--- src/rtl/memulator_pkg.sv ---
// Shared types for the bank command sequencer.
//   cmd_e       : command encoding on the cmd port (6 and 7 are illegal)
//   seq_state_e : sequencer FSM states
//   BL / BC     : full burst length and burst-chop length in beats
package memulator_pkg;

  typedef enum logic [2:0] {
    NOP  = 3'd0,
    ACT  = 3'd1,
    RD   = 3'd2,
    WR   = 3'd3,
    PRE  = 3'd4,
    PREA = 3'd5
  } cmd_e;

  typedef enum logic [1:0] {
    IDLE  = 2'd0,
    WAIT  = 2'd1,
    BURST = 2'd2
  } seq_state_e;

  localparam int BL = 8;
  localparam int BC = 4;

endpackage

--- src/rtl/bank_state_table.sv ---
// Per-bank open flag and open-row register.
// Ports:
//   clk, rst           : clock, synchronous active-high reset
//   open_en            : open bank (bg,ba) and latch row_in as its row
//   close_en           : close bank (bg,ba); closing a closed bank is harmless
//   close_all          : close every bank
//   bg, ba, row_in     : target bank address and row for open_en
//   is_open[bg][ba]    : bank open flags
//   row[bg][ba]        : last row opened in each bank (kept after close)
module bank_state_table
  import memulator_pkg::*;
#(
  parameter int BGWIDTH       = 2,
  parameter int BANKGROUPS    = 2**BGWIDTH,
  parameter int BAWIDTH       = 2,
  parameter int BANKSPERGROUP = 2**BAWIDTH,
  parameter int CHWIDTH       = 5
) (
  input  logic               clk,
  input  logic               rst,
  input  logic               open_en,
  input  logic               close_en,
  input  logic               close_all,
  input  logic [BGWIDTH-1:0] bg,
  input  logic [BAWIDTH-1:0] ba,
  input  logic [CHWIDTH-1:0] row_in,
  output logic               is_open [BANKGROUPS-1:0][BANKSPERGROUP-1:0],
  output logic [CHWIDTH-1:0] row     [BANKGROUPS-1:0][BANKSPERGROUP-1:0]
);

  logic               open_q [BANKGROUPS-1:0][BANKSPERGROUP-1:0];
  logic               open_d [BANKGROUPS-1:0][BANKSPERGROUP-1:0];
  logic [CHWIDTH-1:0] row_q  [BANKGROUPS-1:0][BANKSPERGROUP-1:0];
  logic [CHWIDTH-1:0] row_d  [BANKGROUPS-1:0][BANKSPERGROUP-1:0];

  // Close has priority over open; the sequencer never asserts both for one bank.
  always_comb begin
    open_d = open_q;
    row_d  = row_q;
    for (int g = 0; g < BANKGROUPS; g++) begin
      for (int b = 0; b < BANKSPERGROUP; b++) begin
        if (close_all || (close_en && (BGWIDTH'(g) == bg) && (BAWIDTH'(b) == ba))) begin
          open_d[g][b] = 1'b0;
        end else if (open_en && (BGWIDTH'(g) == bg) && (BAWIDTH'(b) == ba)) begin
          open_d[g][b] = 1'b1;
          row_d[g][b]  = row_in;
        end
      end
    end
  end

  // Bank state registers.
  always_ff @(posedge clk) begin
    if (rst) begin
      for (int g = 0; g < BANKGROUPS; g++) begin
        for (int b = 0; b < BANKSPERGROUP; b++) begin
          open_q[g][b] <= 1'b0;
          row_q[g][b]  <= '0;
        end
      end
    end else begin
      open_q <= open_d;
      row_q  <= row_d;
    end
  end

  assign is_open = open_q;
  assign row     = row_q;

endmodule

--- src/rtl/bank_cmd_sequencer.sv ---
// DDR-style command front end for Chip. Accepts ACT/RD/WR/PRE/PREA, tracks open rows,
// times CL/CWL and steps 8-beat (or chopped 4-beat) bursts with wrapped column order.
// Ports:
//   clk, rst                 : clock, synchronous active-high reset
//   cmd_valid/cmd_ready      : command handshake (ready only in IDLE, never in reset)
//   cmd, cmd_bg, cmd_ba,
//   cmd_row, cmd_col         : command and its address fields
//   cmd_bc                   : burst chop request (only when BURST_CHOP_EN is defined)
//   wr_req / wr_data         : write data request, data sampled on the next edge
//   rd_valid / rd_data       : read beat return
//   err                      : one-cycle pulse on an illegal command
//   rd_o_wr, dqin, row,
//   column, dqout            : per-bank arrays to/from Chip (rd_o_wr=1 means write)
// Optional feature macro: BURST_CHOP_EN
module bank_cmd_sequencer
  import memulator_pkg::*;
#(
  parameter int BGWIDTH       = 2,
  parameter int BANKGROUPS    = 2**BGWIDTH,
  parameter int BAWIDTH       = 2,
  parameter int BANKSPERGROUP = 2**BAWIDTH,
  parameter int COLWIDTH      = 10,
  parameter int CHWIDTH       = 5,
  parameter int DEVICE_WIDTH  = 4,
  parameter int CL            = 5,
  parameter int CWL           = 4
) (
  input  logic                    clk,
  input  logic                    rst,
  input  logic                    cmd_valid,
  output logic                    cmd_ready,
  input  logic [2:0]              cmd,
  input  logic [BGWIDTH-1:0]      cmd_bg,
  input  logic [BAWIDTH-1:0]      cmd_ba,
  input  logic [CHWIDTH-1:0]      cmd_row,
  input  logic [COLWIDTH-1:0]     cmd_col,
`ifdef BURST_CHOP_EN
  input  logic                    cmd_bc,
`endif
  output logic                    wr_req,
  input  logic [DEVICE_WIDTH-1:0] wr_data,
  output logic                    rd_valid,
  output logic [DEVICE_WIDTH-1:0] rd_data,
  output logic                    err,
  output logic                    rd_o_wr [BANKGROUPS-1:0][BANKSPERGROUP-1:0],
  output logic [DEVICE_WIDTH-1:0] dqin    [BANKGROUPS-1:0][BANKSPERGROUP-1:0],
  output logic [CHWIDTH-1:0]      row     [BANKGROUPS-1:0][BANKSPERGROUP-1:0],
  output logic [COLWIDTH-1:0]     column  [BANKGROUPS-1:0][BANKSPERGROUP-1:0],
  input  logic [DEVICE_WIDTH-1:0] dqout   [BANKGROUPS-1:0][BANKSPERGROUP-1:0]
);

  localparam int MAX_LAT = (CL > CWL) ? CL : CWL;
  localparam int CNT_W   = $clog2(MAX_LAT + BL + 1) + 1;

  // Cycle indices (relative to the accept edge) of the first beat of each activity.
  localparam logic [CNT_W-1:0] RD_COL_FIRST   = CNT_W'(CL - 2);
  localparam logic [CNT_W-1:0] RD_VALID_FIRST = CNT_W'(CL);
  localparam logic [CNT_W-1:0] WR_REQ_FIRST   = CNT_W'(CWL - 1);
  localparam logic [CNT_W-1:0] WR_FIRST       = CNT_W'(CWL);

  seq_state_e                state_q, state_d;
  logic [CNT_W-1:0]          cnt_q, cnt_d;
  logic [BGWIDTH-1:0]        tgt_bg_q, tgt_bg_d;
  logic [BAWIDTH-1:0]        tgt_ba_q, tgt_ba_d;
  logic [COLWIDTH-1:0]       col_q, col_d;
  logic                      is_wr_q, is_wr_d;
  logic                      chop_q, chop_d;
  logic                      wr_req_q, wr_req_d;
  logic                      rd_valid_q, rd_valid_d;
  logic                      err_q, err_d;
  logic [DEVICE_WIDTH-1:0]   rd_data_q, rd_data_d;
  logic                      rd_o_wr_q [BANKGROUPS-1:0][BANKSPERGROUP-1:0];
  logic                      rd_o_wr_d [BANKGROUPS-1:0][BANKSPERGROUP-1:0];
  logic [DEVICE_WIDTH-1:0]   dqin_q    [BANKGROUPS-1:0][BANKSPERGROUP-1:0];
  logic [DEVICE_WIDTH-1:0]   dqin_d    [BANKGROUPS-1:0][BANKSPERGROUP-1:0];
  logic [COLWIDTH-1:0]       column_q  [BANKGROUPS-1:0][BANKSPERGROUP-1:0];
  logic [COLWIDTH-1:0]       column_d  [BANKGROUPS-1:0][BANKSPERGROUP-1:0];

  logic                      is_open [BANKGROUPS-1:0][BANKSPERGROUP-1:0];
  logic                      chop_in;
  logic                      accept, tgt_open, is_burst_cmd, start;
  logic                      open_en, close_en, close_all;
  logic [CNT_W-1:0]          bl_m1, first_cnt, end_cnt;
  logic                      busy_d;
  logic                      rd_col_on, rd_val_on, wr_req_on, wr_on;
  logic [2:0]                beat;
  logic [COLWIDTH-1:0]       beat_col;

`ifdef BURST_CHOP_EN
  assign chop_in = cmd_bc;
`else
  assign chop_in = 1'b0;
`endif

  assign cmd_ready = (state_q == IDLE) && !rst;

  bank_state_table #(
    .BGWIDTH      (BGWIDTH),
    .BANKGROUPS   (BANKGROUPS),
    .BAWIDTH      (BAWIDTH),
    .BANKSPERGROUP(BANKSPERGROUP),
    .CHWIDTH      (CHWIDTH)
  ) u_banks (
    .clk      (clk),
    .rst      (rst),
    .open_en  (open_en),
    .close_en (close_en),
    .close_all(close_all),
    .bg       (cmd_bg),
    .ba       (cmd_ba),
    .row_in   (cmd_row),
    .is_open  (is_open),
    .row      (row)
  );

  // True when cycle n falls inside the beat window starting at first.
  function automatic logic in_window(input logic [CNT_W-1:0] n,
                                     input logic [CNT_W-1:0] first,
                                     input logic [CNT_W-1:0] len_m1);
    return (n >= first) && ((n - first) <= len_m1);
  endfunction

  // Command decode: legality against the bank table, bank strobes and burst start.
  always_comb begin
    accept       = cmd_valid && cmd_ready;
    tgt_open     = is_open[cmd_bg][cmd_ba];
    is_burst_cmd = (cmd == RD) || (cmd == WR);
    start        = accept && is_burst_cmd && tgt_open;
    open_en      = accept && (cmd == ACT) && !tgt_open;
    close_en     = accept && (cmd == PRE);
    close_all    = accept && (cmd == PREA);
    err_d        = accept && (((cmd == ACT) && tgt_open) ||
                              (is_burst_cmd && !tgt_open) ||
                              (cmd > PREA));
  end

  // Burst context and FSM. cnt_d is the index of the cycle that begins after this edge,
  // so every registered output below is computed for exactly that cycle.
  always_comb begin
    tgt_bg_d = tgt_bg_q;
    tgt_ba_d = tgt_ba_q;
    col_d    = col_q;
    is_wr_d  = is_wr_q;
    chop_d   = chop_q;
    cnt_d    = cnt_q;
    if (start) begin
      tgt_bg_d = cmd_bg;
      tgt_ba_d = cmd_ba;
      col_d    = cmd_col;
      is_wr_d  = (cmd == WR);
      chop_d   = chop_in;
      cnt_d    = '0;
    end else if (state_q != IDLE) begin
      cnt_d = cnt_q + 1'b1;
    end

    bl_m1     = chop_d ? CNT_W'(BC - 1) : CNT_W'(BL - 1);
    first_cnt = is_wr_d ? WR_REQ_FIRST : RD_COL_FIRST;
    end_cnt   = (is_wr_d ? WR_FIRST : RD_VALID_FIRST) + bl_m1 + 1'b1;

    state_d = state_q;
    if (start || (state_q != IDLE)) begin
      if (cnt_d == end_cnt) begin
        state_d = IDLE;
      end else if (cnt_d >= first_cnt) begin
        state_d = BURST;
      end else begin
        state_d = WAIT;
      end
    end
    busy_d = (state_d != IDLE);
  end

  // Beat windows, wrapped column generation and steering to the target bank only.
  always_comb begin
    rd_col_on = busy_d && !is_wr_d && in_window(cnt_d, RD_COL_FIRST, bl_m1);
    rd_val_on = busy_d && !is_wr_d && in_window(cnt_d, RD_VALID_FIRST, bl_m1);
    wr_req_on = busy_d && is_wr_d && in_window(cnt_d, WR_REQ_FIRST, bl_m1);
    wr_on     = busy_d && is_wr_d && in_window(cnt_d, WR_FIRST, bl_m1);

    beat = is_wr_d ? 3'(cnt_d - WR_FIRST) : 3'(cnt_d - RD_COL_FIRST);
    if (chop_d) begin
      beat_col = {col_d[COLWIDTH-1:2], col_d[1:0] + beat[1:0]};
    end else begin
      beat_col = {col_d[COLWIDTH-1:3], col_d[2:0] + beat};
    end

    wr_req_d   = wr_req_on;
    rd_valid_d = rd_val_on;
    rd_data_d  = rd_val_on ? dqout[tgt_bg_d][tgt_ba_d] : '0;

    column_d = column_q;
    for (int g = 0; g < BANKGROUPS; g++) begin
      for (int b = 0; b < BANKSPERGROUP; b++) begin
        rd_o_wr_d[g][b] = 1'b0;
        dqin_d[g][b]    = '0;
        if ((BGWIDTH'(g) == tgt_bg_d) && (BAWIDTH'(b) == tgt_ba_d)) begin
          if (rd_col_on || wr_on) begin
            column_d[g][b] = beat_col;
          end
          if (wr_on) begin
            rd_o_wr_d[g][b] = 1'b1;
            dqin_d[g][b]    = wr_data;
          end
        end
      end
    end
  end

  // All sequencer state; reset aborts any burst in flight.
  always_ff @(posedge clk) begin
    if (rst) begin
      state_q    <= IDLE;
      cnt_q      <= '0;
      tgt_bg_q   <= '0;
      tgt_ba_q   <= '0;
      col_q      <= '0;
      is_wr_q    <= 1'b0;
      chop_q     <= 1'b0;
      wr_req_q   <= 1'b0;
      rd_valid_q <= 1'b0;
      err_q      <= 1'b0;
      rd_data_q  <= '0;
      for (int g = 0; g < BANKGROUPS; g++) begin
        for (int b = 0; b < BANKSPERGROUP; b++) begin
          rd_o_wr_q[g][b] <= 1'b0;
          dqin_q[g][b]    <= '0;
          column_q[g][b]  <= '0;
        end
      end
    end else begin
      state_q    <= state_d;
      cnt_q      <= cnt_d;
      tgt_bg_q   <= tgt_bg_d;
      tgt_ba_q   <= tgt_ba_d;
      col_q      <= col_d;
      is_wr_q    <= is_wr_d;
      chop_q     <= chop_d;
      wr_req_q   <= wr_req_d;
      rd_valid_q <= rd_valid_d;
      err_q      <= err_d;
      rd_data_q  <= rd_data_d;
      rd_o_wr_q  <= rd_o_wr_d;
      dqin_q     <= dqin_d;
      column_q   <= column_d;
    end
  end

  assign wr_req   = wr_req_q;
  assign rd_valid = rd_valid_q;
  assign rd_data  = rd_data_q;
  assign err      = err_q;
  assign rd_o_wr  = rd_o_wr_q;
  assign dqin     = dqin_q;
  assign column   = column_q;

endmodule

--- config.mk ---
export PLATFORM = sky130hd
export DESIGN_NAME = bank_cmd_sequencer
export DESIGN_NICKNAME = d
export VERILOG_FILES = /design/src/rtl/memulator_pkg.sv /design/src/rtl/bank_state_table.sv /design/src/rtl/bank_cmd_sequencer.sv
export SDC_FILE = /design/constraint.sdc
export NUM_CORES = 1
export LEC_CHECK = 0
export ABC_AREA = 1
export CORE_MARGIN = 2
export CORE_UTILIZATION = 40
export CTS_CLUSTER_DIAMETER = 60
export DETAILED_ROUTE_END_ITERATION = 8
export PLACE_DENSITY = 0.66
export SYNTH_ARGS = -nofsm -noshare
export SYNTH_HDL_FRONTEND = slang
export SYNTH_SLANG_ARGS = --single-unit
--- constraint.sdc ---
create_clock -name clk -period 4.1 [get_ports clk]
set_input_delay 0.615 -clock clk [delete_from_list [all_inputs] [get_ports clk]]
set_output_delay 0.615 -clock clk [all_outputs]
set_load 0.01 [all_outputs]
======== Word level (Yosys, flattened, before mapping) ========
Index checks and enable logic that the tools add are counted.
operators by class
  add/sub/neg operators ................... 8
  $lt $le $gt $ge ......................... 11
  equality and inequality tests ........... 18
  mux-type cells .......................... 24
  bitwise logic cells ..................... 33
  reductions and logical operators ........ 172
operators by type and width
  operator                                                                      number
  1-bit logical AND                                                             76
  2-bit OR reduction                                                            33
  2-bit AND reduction                                                           32
  1-bit NOT                                                                     33
  16-bit binary-select mux with 2-bit select                                    1
  1-bit logical OR                                                              21
  4-bit binary-select mux with 2-bit select                                     2
  2-bit == test, first input constant                                           8
  16-bit two-way mux                                                            1
  5-bit by 3-bit less-or-equal comparator with 1-bit output                     3
  2-bit by 3-bit less-than comparator with 1-bit output, second input constant  4
  4-bit two-way mux                                                             3
  5-bit by 3-bit >= comparator with 1-bit output, second input constant         2
  2-bit zero test                                                               5
  10-bit two-way mux                                                            1
  2-bit two-way mux                                                             5
  5-bit two-way mux                                                             2
  5-bit by 3-bit subtractor with 5-bit output, second input constant            2
  3-bit two-way mux                                                             3
  1-bit by 2-bit == test with 1-bit output, first input constant                4
  3-bit by 2-bit == test with 1-bit output, second input constant               2
  3-bit == test, second input constant                                          2
  4-bit by 1-bit adder with 5-bit output, second input constant                 1
  5-bit by 1-bit adder with 5-bit output, second input constant                 1
  12 further kinds                                                              19
word-level totals
  register bits after elaboration ......... 366
  bits of input ports ..................... 93
  output and inout bits ................... 328
  word-level logic and storage cells ...... 357

======== Logic depth before layout (Yosys ltp) ========
Gate-level depths: netlist of run 1.
  depth in word-level cells ............... 17
  gate-level depth with buffers ........... 29
  mapped depth without buffers ............ 26

======== Hierarchy ========
A second synthesis of run 1 with hierarchy kept.
unflattened totals
  cell total of the unflattened synthesis .. 2,138
  area total of the unflattened synthesis .. 15,188.3 µm²
modules (own cells, without submodules)
  module              times used  cells each  area each (µm²)  seq. area each (µm²)
  bank_cmd_sequencer  1           1,527       10,978.0         5,405.2
  bank_state_table    1           611         4,210.3          1,921.8

======== Worst setup path after synthesis of run 1 ========
No wires, ideal clock.
  path type ............................... input port to flip-flop
  start ................................... input cmd_bg[1]
  end ..................................... register column_q (netlist bit column[122])
  library setup time ...................... 0.110 ns
  arrival time ............................ 3.325 ns
  data required time ...................... 3.990 ns
  path slack .............................. 0.665 ns
  cell stages on the path ................. 24
  path buffers ............................ 4
  cell sequence ........................... buf_2 > inv_2 > nand2_1 > nand2_1 > nand2_1 > nand2_2 > o21ai_4 > buf_2 > buf_4 > or2_2 > o21ai_0 > inv_1 > ha_1 > inv_1 > fa_1 > inv_1 > nand2_1 > nand3_1 > nand2_1 > nand2_1 > clkbuf_1 > nand2_1 > inv_1 > nor2_1
on the way
  elaborated cells on any way between the ends .. 42
  classes of those cells .................. add/sub: 5; order compare: 4; eq/ne: 2; mux: 17; reduce/logical: 14
RTL lines
  item                                       RTL line                   RTL
  start: declaration                         bank_cmd_sequencer.sv:33   input logic [BGWIDTH-1:0] cmd_bg,
  4-bit binary-select mux with 2-bit select  bank_cmd_sequencer.sv:126  tgt_open = is_open[cmd_bg][cmd_ba];
  4-bit two-way mux (implied by the code)    bank_cmd_sequencer.sv:126
  1-bit binary-select mux with 2-bit select  bank_cmd_sequencer.sv:126
  1-bit two-way mux (implied by the code)    bank_cmd_sequencer.sv:126
  1-bit logical AND                          bank_cmd_sequencer.sv:128  start = accept && is_burst_cmd && tgt_open;
  10-bit two-way mux                         bank_cmd_sequencer.sv:146  if (start) begin
  named net col_d[0]                         bank_cmd_sequencer.sv:65   logic [COLWIDTH-1:0] col_q, col_d;
  3-bit adder                                bank_cmd_sequencer.sv:185  beat_col = {col_d[COLWIDTH-1:3], col_d[2:0] + beat};
  3-bit two-way mux                          bank_cmd_sequencer.sv:182  if (chop_d) begin
  end signal: assignment                     bank_cmd_sequencer.sv:245  column_q <= column_d;
  end: declaration                           bank_cmd_sequencer.sv:76   logic [COLWIDTH-1:0] column_q [BANKGROUPS-1:0][BANKSPERGROUP-1:0];
The timed path passes the listed nets, and every way through them passes these cells. The select of a mux whose other input is x is not followed.
A chain may end at the register's enable or synchronous reset.

======== Final worst setup path of run 1 ========
  start ................................... input cmd_bg[0]
  end ..................................... register column_q (netlist bit column[80])
on the way
  cells in the longest elaborated chain, start to end .. 17
  elaborated cells on any way between the ends .. 43
  classes of those cells .................. add/sub: 6; order compare: 4; eq/ne: 2; mux: 17; reduce/logical: 14
ends and longest elaborated chain
  item                                                           RTL line                                              RTL
  4-bit binary-select mux with 2-bit select                      bank_cmd_sequencer.sv:126
  4-bit two-way mux (implied by the code)                        bank_cmd_sequencer.sv:126
  1-bit binary-select mux with 2-bit select                      bank_cmd_sequencer.sv:126
  1-bit two-way mux (implied by the code)                        bank_cmd_sequencer.sv:126
  1-bit logical AND                                              bank_cmd_sequencer.sv:128
  1-bit two-way mux                                              bank_cmd_sequencer.sv:146
  1-bit two-way mux / 3-bit two-way mux (equally long branches)  bank_cmd_sequencer.sv:159, bank_cmd_sequencer.sv:157
  3-bit by 3-bit adder with 4-bit output                         bank_cmd_sequencer.sv:159                             end_cnt = (is_wr_d ? WR_FIRST : RD_VALID_FIRST) + bl_m1 + 1'b1;
  4-bit by 1-bit adder with 5-bit output                         bank_cmd_sequencer.sv:159
  5-bit == test                                                  bank_cmd_sequencer.sv:163                             if (cnt_d == end_cnt) begin
  2-bit two-way mux                                              bank_cmd_sequencer.sv:163
  2-bit two-way mux                                              bank_cmd_sequencer.sv:162                             if (start || (state_q != IDLE)) begin
  2-bit nonzero test                                             bank_cmd_sequencer.sv:171                             busy_d = (state_d != IDLE);
  1-bit logical AND, on equally long branches (2 in series)      bank_cmd_sequencer.sv:176, bank_cmd_sequencer.sv:179
  1-bit logical OR                                               bank_cmd_sequencer.sv:198                             if (rd_col_on || wr_on) begin
  2-bit AND reduction (no line)                                  -
Several ways; a longest one is shown, not always the timed one. The select of a mux whose other input is x is not followed.

==> results.rst, run 1 <==
.. list-table::
   :header-rows: 1

   * - Metric
     - Value
   * - Count of cells along the worst register-to-register path
     - 24
   * - Total global routing track utilization
     - 0.260
   * - Relative slew slack
     - 0.307
   * - Netlist area before placement
     - approximately 0.014 mm²
   * - Ys Warns
     - 0
   * - Synthesized flop and latch total
     - around 370
   * - Root cell of the clock tree
     - sky130_fd_sc_hd__clkbuf_16
   * - Routed length on met3
     - about 3600 µm
   * - Kind of end point of the critical path
     - register
   * - Post-layout nets
     - 2526
   * - Layout cell share with drive strength beyond 1
     - 0.0798
   * - Highest signal layer in the routed design
     - met4
   * - Via count of the first global-routing pass
     - 13.8k
   * - Post-cts sizing count
     - 0
   * - Min Clock Period, post-route
     - between 3 and 4 ns
   * - Worst Hold Slack
     - 0.451 ns
   * - Gr ovfl total
     - 0
   * - Maximum operating frequency
     - about 280 MHz
   * - Final hold viol count
     - 0
   * - Clock Path Buffers
     - 3
   * - Detailed Route Iter0 Violations
     - ~1.1k
   * - I/O pin count
     - 421
   * - Ratio of routed vias to standard cells
     - a little under 5
   * - Leakage component of the power
     - approximately 8.3 nW
   * - Synth Instances
     - 2007
   * - Peak supply drop
     - roughly 0.31 mV
   * - Number of enable-type register cells in the synthesized netlist
     - 0
   * - Routed wire per std cell
     - 17.3 µm
   * - Crit path launch
     - cmd_bg[0]
   * - Clock Skew
     - roughly 0.019 ns
   * - Pin count of the biggest net entering global routing
     - between 100 and 150
   * - Antenna violations before repair
     - 4
   * - Syn Nets
     - 2108
   * - Primary flip-flop cell chosen by synthesis mapping
     - sky130_fd_sc_hd__dfxtp_1
   * - Worst Path Max Fanout
     - 10
   * - Effective utilization at floorplan
     - 0.407
   * - TritonCTS clock tree
     - built
   * - Core area
     - ~0.036 mm²
   * - Post-CTS setup-driven buffer insertion count
     - 0
   * - Sequential share of the synthesized area
     - 0.506
   * - Metal-1 WL
     - around 22000 µm
   * - H-tree levels
     - 2
   * - Setup total negative slack
     - 0 ns
   * - Met2 routed WL
     - ~24000 µm
   * - Worst setup path category
     - primary input to register
   * - Post-route antenna net violation count
     - 0
   * - Clock transition at the register clock pins on the worst setup and hold paths after CTS
     - about 0.060 ns
   * - Count of distinct cell types in the synthesized netlist
     - 35
   * - Async S/R FF share, synth
     - 0
   * - Count of input and output buffers
     - 420
   * - Fillers
     - between 3k and 4k
   * - Dpl hpwl
     - roughly 37000 µm
   * - Signal arrival time at the worst endpoint
     - about 4 ns
   * - Status
     - completed
   * - Max-capacitance violation count
     - 0
   * - Global-route wire length before repair
     - between 70000 and 80000 µm
   * - Worst hold-check path type
     - primary input to register
   * - Yosys top cell by area
     - sky130_fd_sc_hd__dfxtp_1
   * - Area share of the leading cell type in the synthesized netlist
     - 0.506
   * - DRC Markers
     - 0
   * - Std cell rows
     - 69
   * - Leading cell types by total area after synthesis
     - sky130_fd_sc_hd__dfxtp_1, sky130_fd_sc_hd__nand2_1, sky130_fd_sc_hd__nor2_1
   * - Endpoints failing setup
     - 0
   * - Die area
     - 0.0377 mm²
   * - Relative area change from synthesis to final layout
     - 43.8%
   * - Launch point of the worst reg-to-reg path
     - state_q[0]
   * - Clock Latency Late Sink
     - 0.54 ns
   * - Number of clock buffers inserted by TritonCTS
     - 42
   * - Worst reg2reg path endpoint
     - column[52]
   * - Die Ht
     - between 150 and 200 µm
   * - Via count of the routed design
     - around 15k
   * - Routability-driven placement congestion ratio
     - around 0.89
   * - Worst reg2reg setup slack
     - between 0.6 and 0.7 ns
   * - Hold-fix buffers at CTS
     - 0
   * - Clock net sink count
     - between 300 and 400
   * - Total iterations of the first detailed-routing run
     - 6
   * - Mean area per synthesized cell
     - a little over 7 µm²
   * - Max-slew violation count
     - 0
   * - Chip Width
     - 194 µm
   * - Worst Tran Pin Value
     - about 1.0 ns
   * - Type of origin of the critical path
     - primary input
   * - Required time at the endpoint of the critical path
     - 4.53 ns
   * - CP Capture Point
     - column[80]
   * - Power Density
     - roughly 360 mW/mm²
   * - Unrepaired setup endpoints after global routing
     - false
   * - Aggregate routed wire length
     - just over 50000 µm
   * - Tcrit/Tclk final
     - 0.876
[flip-flops by register name (all words and copies together), names as in the netlist]
name and flops:
tgt_bg_q 2, wr_req 1, cnt_q 5, is_wr_q 1, rd_data 4, column 160, tgt_ba_q 2, chop_q 1
dqin 64, err 1, state_q 2, u_banks.row 80, u_banks.is_open 16, col_q 10, rd_o_wr 16, rd_valid 1
[stage by stage]
| stage | utilization | total power [mW] | std cells | worst slack [ns] | cell area, µm² |
|---|---|---|---|---|---|
| floorplan | - | 3.76 | 2007 | 0.665 | 14500 |
| global route | 0.585 | 7.71 | 2921 | 0.205 | 20800 |
| finish | 0.585 | 7.47 | 2921 | 0.510 | 20800 |
| global placement | 0.546 | 3.90 | 2842 | 0.110 | 19400 |
| detailed placement | 0.546 | 3.90 | 2842 | 0.0443 | 19400 |
| CTS | 0.584 | 7.53 | 2917 | 0.580 | 20800 |
[cell usage after synthesis (3+ instances only)]
cell                       instances
sky130_fd_sc_hd__buf_2            32
sky130_fd_sc_hd__dfxtp_1         366
sky130_fd_sc_hd__clkbuf_1         63
sky130_fd_sc_hd__nand4_1          21
sky130_fd_sc_hd__inv_1           123
sky130_fd_sc_hd__buf_1            18
sky130_fd_sc_hd__clkinv_1          3
sky130_fd_sc_hd__a21oi_1          83
sky130_fd_sc_hd__nor3_1            5
sky130_fd_sc_hd__nand2_1         506
sky130_fd_sc_hd__nand3_1         242
sky130_fd_sc_hd__nor4_1            3
sky130_fd_sc_hd__a211oi_1         17
sky130_fd_sc_hd__mux2i_1           8
sky130_fd_sc_hd__nor2_2           12
sky130_fd_sc_hd__nor2_4           11
sky130_fd_sc_hd__inv_2             4
sky130_fd_sc_hd__o21ai_2           3
sky130_fd_sc_hd__buf_4             6
sky130_fd_sc_hd__ha_1              7
sky130_fd_sc_hd__nor2_1          428
sky130_fd_sc_hd__o21ai_0          24
sky130_fd_sc_hd__nand2_2           4
[worst min-delay path by stage]
stage	to	slack [ns]	startpoint	cells after the start
finish	err	0.45	rst	4
global route	err	0.46	rst	4
CTS	err	0.43	rst	4
detailed placement	u_banks.is_open[1]	0.45	u_banks.is_open[1]	2
global placement	u_banks.row[44]	0.45	u_banks.row[44]	2
floorplan	u_banks.is_open[2]	0.43	u_banks.is_open[2]	2
[report_power, final]
group          switching (mW)  internal [mW]  leakage (nW)  total (mW)
combinational           0.154          0.115          4.69       0.269
clock                    1.50           2.14         0.671        3.64
sequential           0.000893           3.56          2.95        3.56
total                    1.66           5.81          8.31        7.47
[metal layers]
| metal | up-vias | track usage |
|---|---|---|
| li1 | 7177 | - |
| met1 | 6730 | 0.324 |
| met2 | 523 | 0.443 |
| met3 | 81 | 0.0576 |
| met4 | 0 | 0.0929 |
| met5 | - | 0 |
[layout by cell type (no fill, tap or decap), drive strengths merged, types with 17 or more instances in the layout]
| master | netlist | final |
|---|---|---|
| nand2 | 510 | 510 |
| buf | 57 | 75 |
| o21ai | 30 | 30 |
| a211oi | 17 | 17 |
| clkdlybuf4s50 | 0 | 419 |
| nor2 | 452 | 452 |
| nand3 | 242 | 242 |
| nand4 | 21 | 21 |
| a21oi | 83 | 83 |
| clkbuf | 63 | 57 |
| inv | 127 | 132 |
| dfxtp | 366 | 366 |
[worst max-delay path, cell delays in order]
cell and delay (ns):
sky130_fd_sc_hd__clkdlybuf4s50_1 0.60, sky130_fd_sc_hd__buf_4 0.21, sky130_fd_sc_hd__o21ai_0 0.11, sky130_fd_sc_hd__nand2_1 0.07, sky130_fd_sc_hd__nand2_1 0.05, sky130_fd_sc_hd__nand2_1 0.06
sky130_fd_sc_hd__nand2_2 0.07, sky130_fd_sc_hd__o21ai_4 0.20, sky130_fd_sc_hd__buf_4 0.18, sky130_fd_sc_hd__nand2_1 0.07, sky130_fd_sc_hd__ha_1 0.33, sky130_fd_sc_hd__nor2_1 0.11
sky130_fd_sc_hd__nand4_1 0.13, sky130_fd_sc_hd__inv_1 0.08, sky130_fd_sc_hd__nand3_1 0.09, sky130_fd_sc_hd__nand2_1 0.17, sky130_fd_sc_hd__nor2_4 0.10, sky130_fd_sc_hd__nor2_8 0.27
sky130_fd_sc_hd__buf_12 0.21, sky130_fd_sc_hd__nor2_4 0.08, sky130_fd_sc_hd__nor2_1 0.13, sky130_fd_sc_hd__nor2_1 0.06
[kinds of logic (layout without fill, tap and decap cells)]
logic type / count (synthesis) / count (layout) / synth area share
AO/OA/AOI/OAI: 136 / 136 / 0.0524
XOR/XNOR: 3 / 3 / 0.00182
adder cells (fa/ha/maj): 8 / 8 / 0.00744
buffers and inverters: 250 / 699 / 0.0700
flip-flops: 366 / 366 / 0.506
multiplexers: 8 / 8 / 0.00554
other: 0 / 4 / 0
AND/OR/NAND/NOR: 1236 / 1236 / 0.356
[final cells by class]
cell class / count / area (µm²) / share of cell area
Sequential cell: 366 / 7330 / 0.352
Antenna cell: 4 / 10.0 / 0.000481
Multi-Input combinational cell: 1391 / 6190 / 0.297
Clock buffer: 57 / 1210 / 0.0581
Clock inverter: 18 / 143 / 0.00686
Timing Repair Buffer: 494 / 4860 / 0.234
Inverter: 130 / 490 / 0.0236
Tap cell: 461 / 577 / 0.0277
No activity file was read; power rests on OpenSTA's default activity.
==> run 2, diff against run 1 <==
--- a/config.mk
+++ b/config.mk
@@ -10,6 +10,7 @@
 export CORE_UTILIZATION = 40
 export CTS_CLUSTER_DIAMETER = 60
 export DETAILED_ROUTE_END_ITERATION = 8
+export HOLD_SLACK_MARGIN = 0.03
 export PLACE_DENSITY = 0.66
 export SYNTH_ARGS = -nofsm -noshare
 export SYNTH_HDL_FRONTEND = slang
==> results of run 2 <==
The final DEF is identical to that of run 1; final timing and power are the same.
==> run 3, diff against run 2 <==
--- a/config.mk
+++ b/config.mk
@@ -12,6 +12,7 @@
 export DETAILED_ROUTE_END_ITERATION = 8
 export HOLD_SLACK_MARGIN = 0.03
 export PLACE_DENSITY = 0.66
+export SETUP_SLACK_MARGIN = 0.4
 export SYNTH_ARGS = -nofsm -noshare
 export SYNTH_HDL_FRONTEND = slang
 export SYNTH_SLANG_ARGS = --single-unit
==> results.rst, run 3 (synthesized netlist as in run 1, its figures left out) <==
.. list-table::
   :header-rows: 1

   * - Metric
     - Value
   * - Max-slew violation count
     - 0
   * - Setup total negative slack
     - 0 ns
   * - Crit-path leading delay family
     - buffers and inverters
   * - Effective utilization at floorplan
     - 0.407
   * - Std cell rows
     - 69
   * - Combinational group share of total power
     - 0.036
   * - Root cell of the clock tree
     - sky130_fd_sc_hd__clkbuf_16
   * - Area used by sequential logic in the layout
     - 0.00733 mm²
   * - Switching pwr
     - 1.66 mW
   * - Max-capacitance violation count
     - 0
   * - Tcrit/Tclk final
     - 0.837
   * - Leakage component of the power
     - roughly 8.3 nW
   * - TritonCTS clock tree
     - built
   * - Signal arrival time at the worst endpoint
     - slightly below 4 ns
   * - Gr ovfl total
     - 0
   * - Routed wire per std cell
     - around 17 µm
   * - Number of clock buffers inserted by TritonCTS
     - 42
   * - Worst Tran Pin Value
     - around 1.0 ns
   * - Clock transition at the register clock pins on the worst setup and hold paths after CTS
     - around 0.060 ns
   * - Total iterations of the first detailed-routing run
     - 5
   * - Clock Latency Late Sink
     - 0.54 ns
   * - Unrepaired setup endpoints after global routing
     - false
   * - Worst hold-check path type
     - primary input to register
   * - Pin count of the biggest net entering global routing
     - between 100 and 150
   * - Most frequent CP cell
     - sky130_fd_sc_hd__nand2_1
   * - Hold-fix buffers at CTS
     - 0
   * - Status
     - completed
   * - Worst Hold Slack
     - approximately 0.45 ns
   * - Total global routing track utilization
     - 0.260
   * - Largest stage delay on the critical path
     - slightly below 0.6 ns
   * - Peak supply drop
     - ~0.32 mV
   * - Most common library cell in the layout ignoring fill and taps
     - sky130_fd_sc_hd__nand2_1
   * - Relative area change from synthesis to final layout
     - 44.0%
   * - Via count of the routed design
     - 14.5k
   * - Required time at the endpoint of the critical path
     - ~4.5 ns
   * - Total Power Consumption
     - around 7.5 mW
   * - Routability-driven placement congestion ratio
     - approximately 0.89
   * - Layout cell share with drive strength beyond 1
     - 0.0813
   * - Via count of the first global-routing pass
     - 13.8k
   * - Multi-input gate area in the final layout
     - between 0.006 and 0.007 mm²
   * - Commonest cells after routing, fill and taps aside
     - sky130_fd_sc_hd__nand2_1, sky130_fd_sc_hd__nor2_1, sky130_fd_sc_hd__clkdlybuf4s50_1, sky130_fd_sc_hd__dfxtp_1, sky130_fd_sc_hd__nand3_1
   * - Clock net sink count
     - approximately 370
   * - Post-route antenna net violation count
     - 0
   * - Crit-path slowest cell
     - sky130_fd_sc_hd__clkdlybuf4s50_1
   * - Worst setup timing slack at the placement stage
     - between 0.04 and 0.05 ns
   * - Antenna violations before repair
     - 4
   * - Setup WS post-layout
     - between 0.6 and 0.7 ns
   * - Detailed Route Iter0 Violations
     - ~1.0k
   * - Core area
     - ~0.036 mm²
   * - Cell internal power dissipation
     - between 5 and 6 mW
   * - Flip-flop count of the largest register after layout
     - 160
   * - Endpoints failing setup
     - 0
   * - Relative slew slack
     - 0.310
   * - Die Ht
     - ~200 µm
   * - Type of origin of the critical path
     - primary input
   * - Clock Path Buffers
     - 3
   * - Count of buffering cells on the critical path with inverters included
     - 5
   * - Non-Filler Instances
     - between 2k and 3k
   * - Post-layout nets
     - 2529
   * - Final hold viol count
     - 0
   * - Dpl hpwl
     - between 30000 and 40000 µm
   * - Switching share of power
     - 0.222
   * - Count of input and output buffers
     - between 400 and 500
   * - Worst setup path category
     - primary input to register
   * - Cell count after placement
     - around 2.8k
   * - H-tree levels
     - 2
   * - Global-route wire length before repair
     - 78300 µm
   * - Portion of total power attributed to the clock network
     - 0.488
   * - Power share of the sequential group
     - 0.476
   * - Clock Skew
     - 0.0200 ns
   * - Ratio of routed vias to standard cells
     - a little under 5
   * - Kind of end point of the critical path
     - register
   * - Aggregate routed wire length
     - between 50000 and 60000 µm
   * - Min Clock Period, post-route
     - between 3 and 4 ns
   * - Worst Path Max Fanout
     - 10
   * - Die area
     - ~0.038 mm²
   * - Power Density
     - roughly 360 mW/mm²
   * - Maximum operating frequency
     - 291 MHz
   * - I/O pin count
     - 421
   * - CP Cell Sequence
     - clkdlybuf4s50_1 > inv_2 > nand2_1 > nand2_1 > nand2_1 > nand2_2 > o21ai_4 > buf_4 > nand2_1 > ha_1 > nor2_1 > nand4_1 > o211ai_1 > buf_4 > nor2_4 > nor2_8 > buf_12 > nor2_4 > nor2_1 > nor2_1
   * - Chip Width
     - a little under 200 µm
   * - DRC Markers
     - 0
   * - Fillers
     - 3317
run 3: cell types whose count changed in the layout (fill, tap and decap cells not counted):
cell                              previous run  this run
sky130_fd_sc_hd__nor2_4                     11        12
sky130_fd_sc_hd__nor2_1                    426       425
sky130_fd_sc_hd__dlymetal6s2s_1              0         1
sky130_fd_sc_hd__clkdlybuf4s50_1           419       418
sky130_fd_sc_hd__buf_4                      67        70
run 3: tightest hold or removal path: cells and delay by family:
family / cells / cell delay [ns]
AOI/OAI and AO/OA: 1 / 0.07
buffers and inverters: 1 / 0.08
and+or+nand+nor: 2 / 0.16
run 3: layout make-up:
type / count / area share
Tap cell: 461 / 0.0277
Clock buffer: 57 / 0.0580
Clock inverter: 18 / 0.00685
Inverter: 130 / 0.0235
Timing Repair Buffer: 497 / 0.234
Multi-Input combinational cell: 1391 / 0.297
Antenna cell: 4 / 0.000481
Sequential cell: 366 / 0.352
run 3: stage by stage:
stage	cell area (µm²)	utilization
2_1_floorplan	14500	-
3_3_place_gp	19400	0.546
3_5_place_dp	19400	0.546
4_1_cts	20800	0.584
5_1_grt	20800	0.586
6_report	20800	0.586
run 3: final timing paths:
check,startpoint,endpoint,slack [ns],depth (start not counted)
worst min-delay path,rst,err,0.45,4
worst max-delay path,cmd_bg[1],column[80],0.67,20
worst max register to register,state_q[0],column[80],0.80,19
worst min register to register,u_banks.row[23],u_banks.row[23],0.46,2
run 3: power by group through the flow:
| stage | combinational, mW | sequential [mW] | clock (mW) |
|---|---|---|---|
| finish | 0.269 | 3.56 | 3.65 |
| global route | 0.290 | 3.56 | 3.86 |
| CTS | 0.267 | 3.56 | 3.71 |
| detailed placement | 0.266 | 3.64 | 0 |
| global placement | 0.266 | 3.64 | 0 |
| floorplan | 0.125 | 3.64 | 0 |
run 3: timing repair:
item	CTS	global route
resized for setup	0	3
setup buffers	0	3
endpoints found under the setup margin	0	195
run 3: layer usage:
layer	global-route usage	vias to the layer above	routed length (µm)
met3	0.0576	85	3490
met2	0.443	543	23900
met4	0.0929	0	1630
li1	-	7180	-
met5	0	-	0
met1	0.324	6704	21600
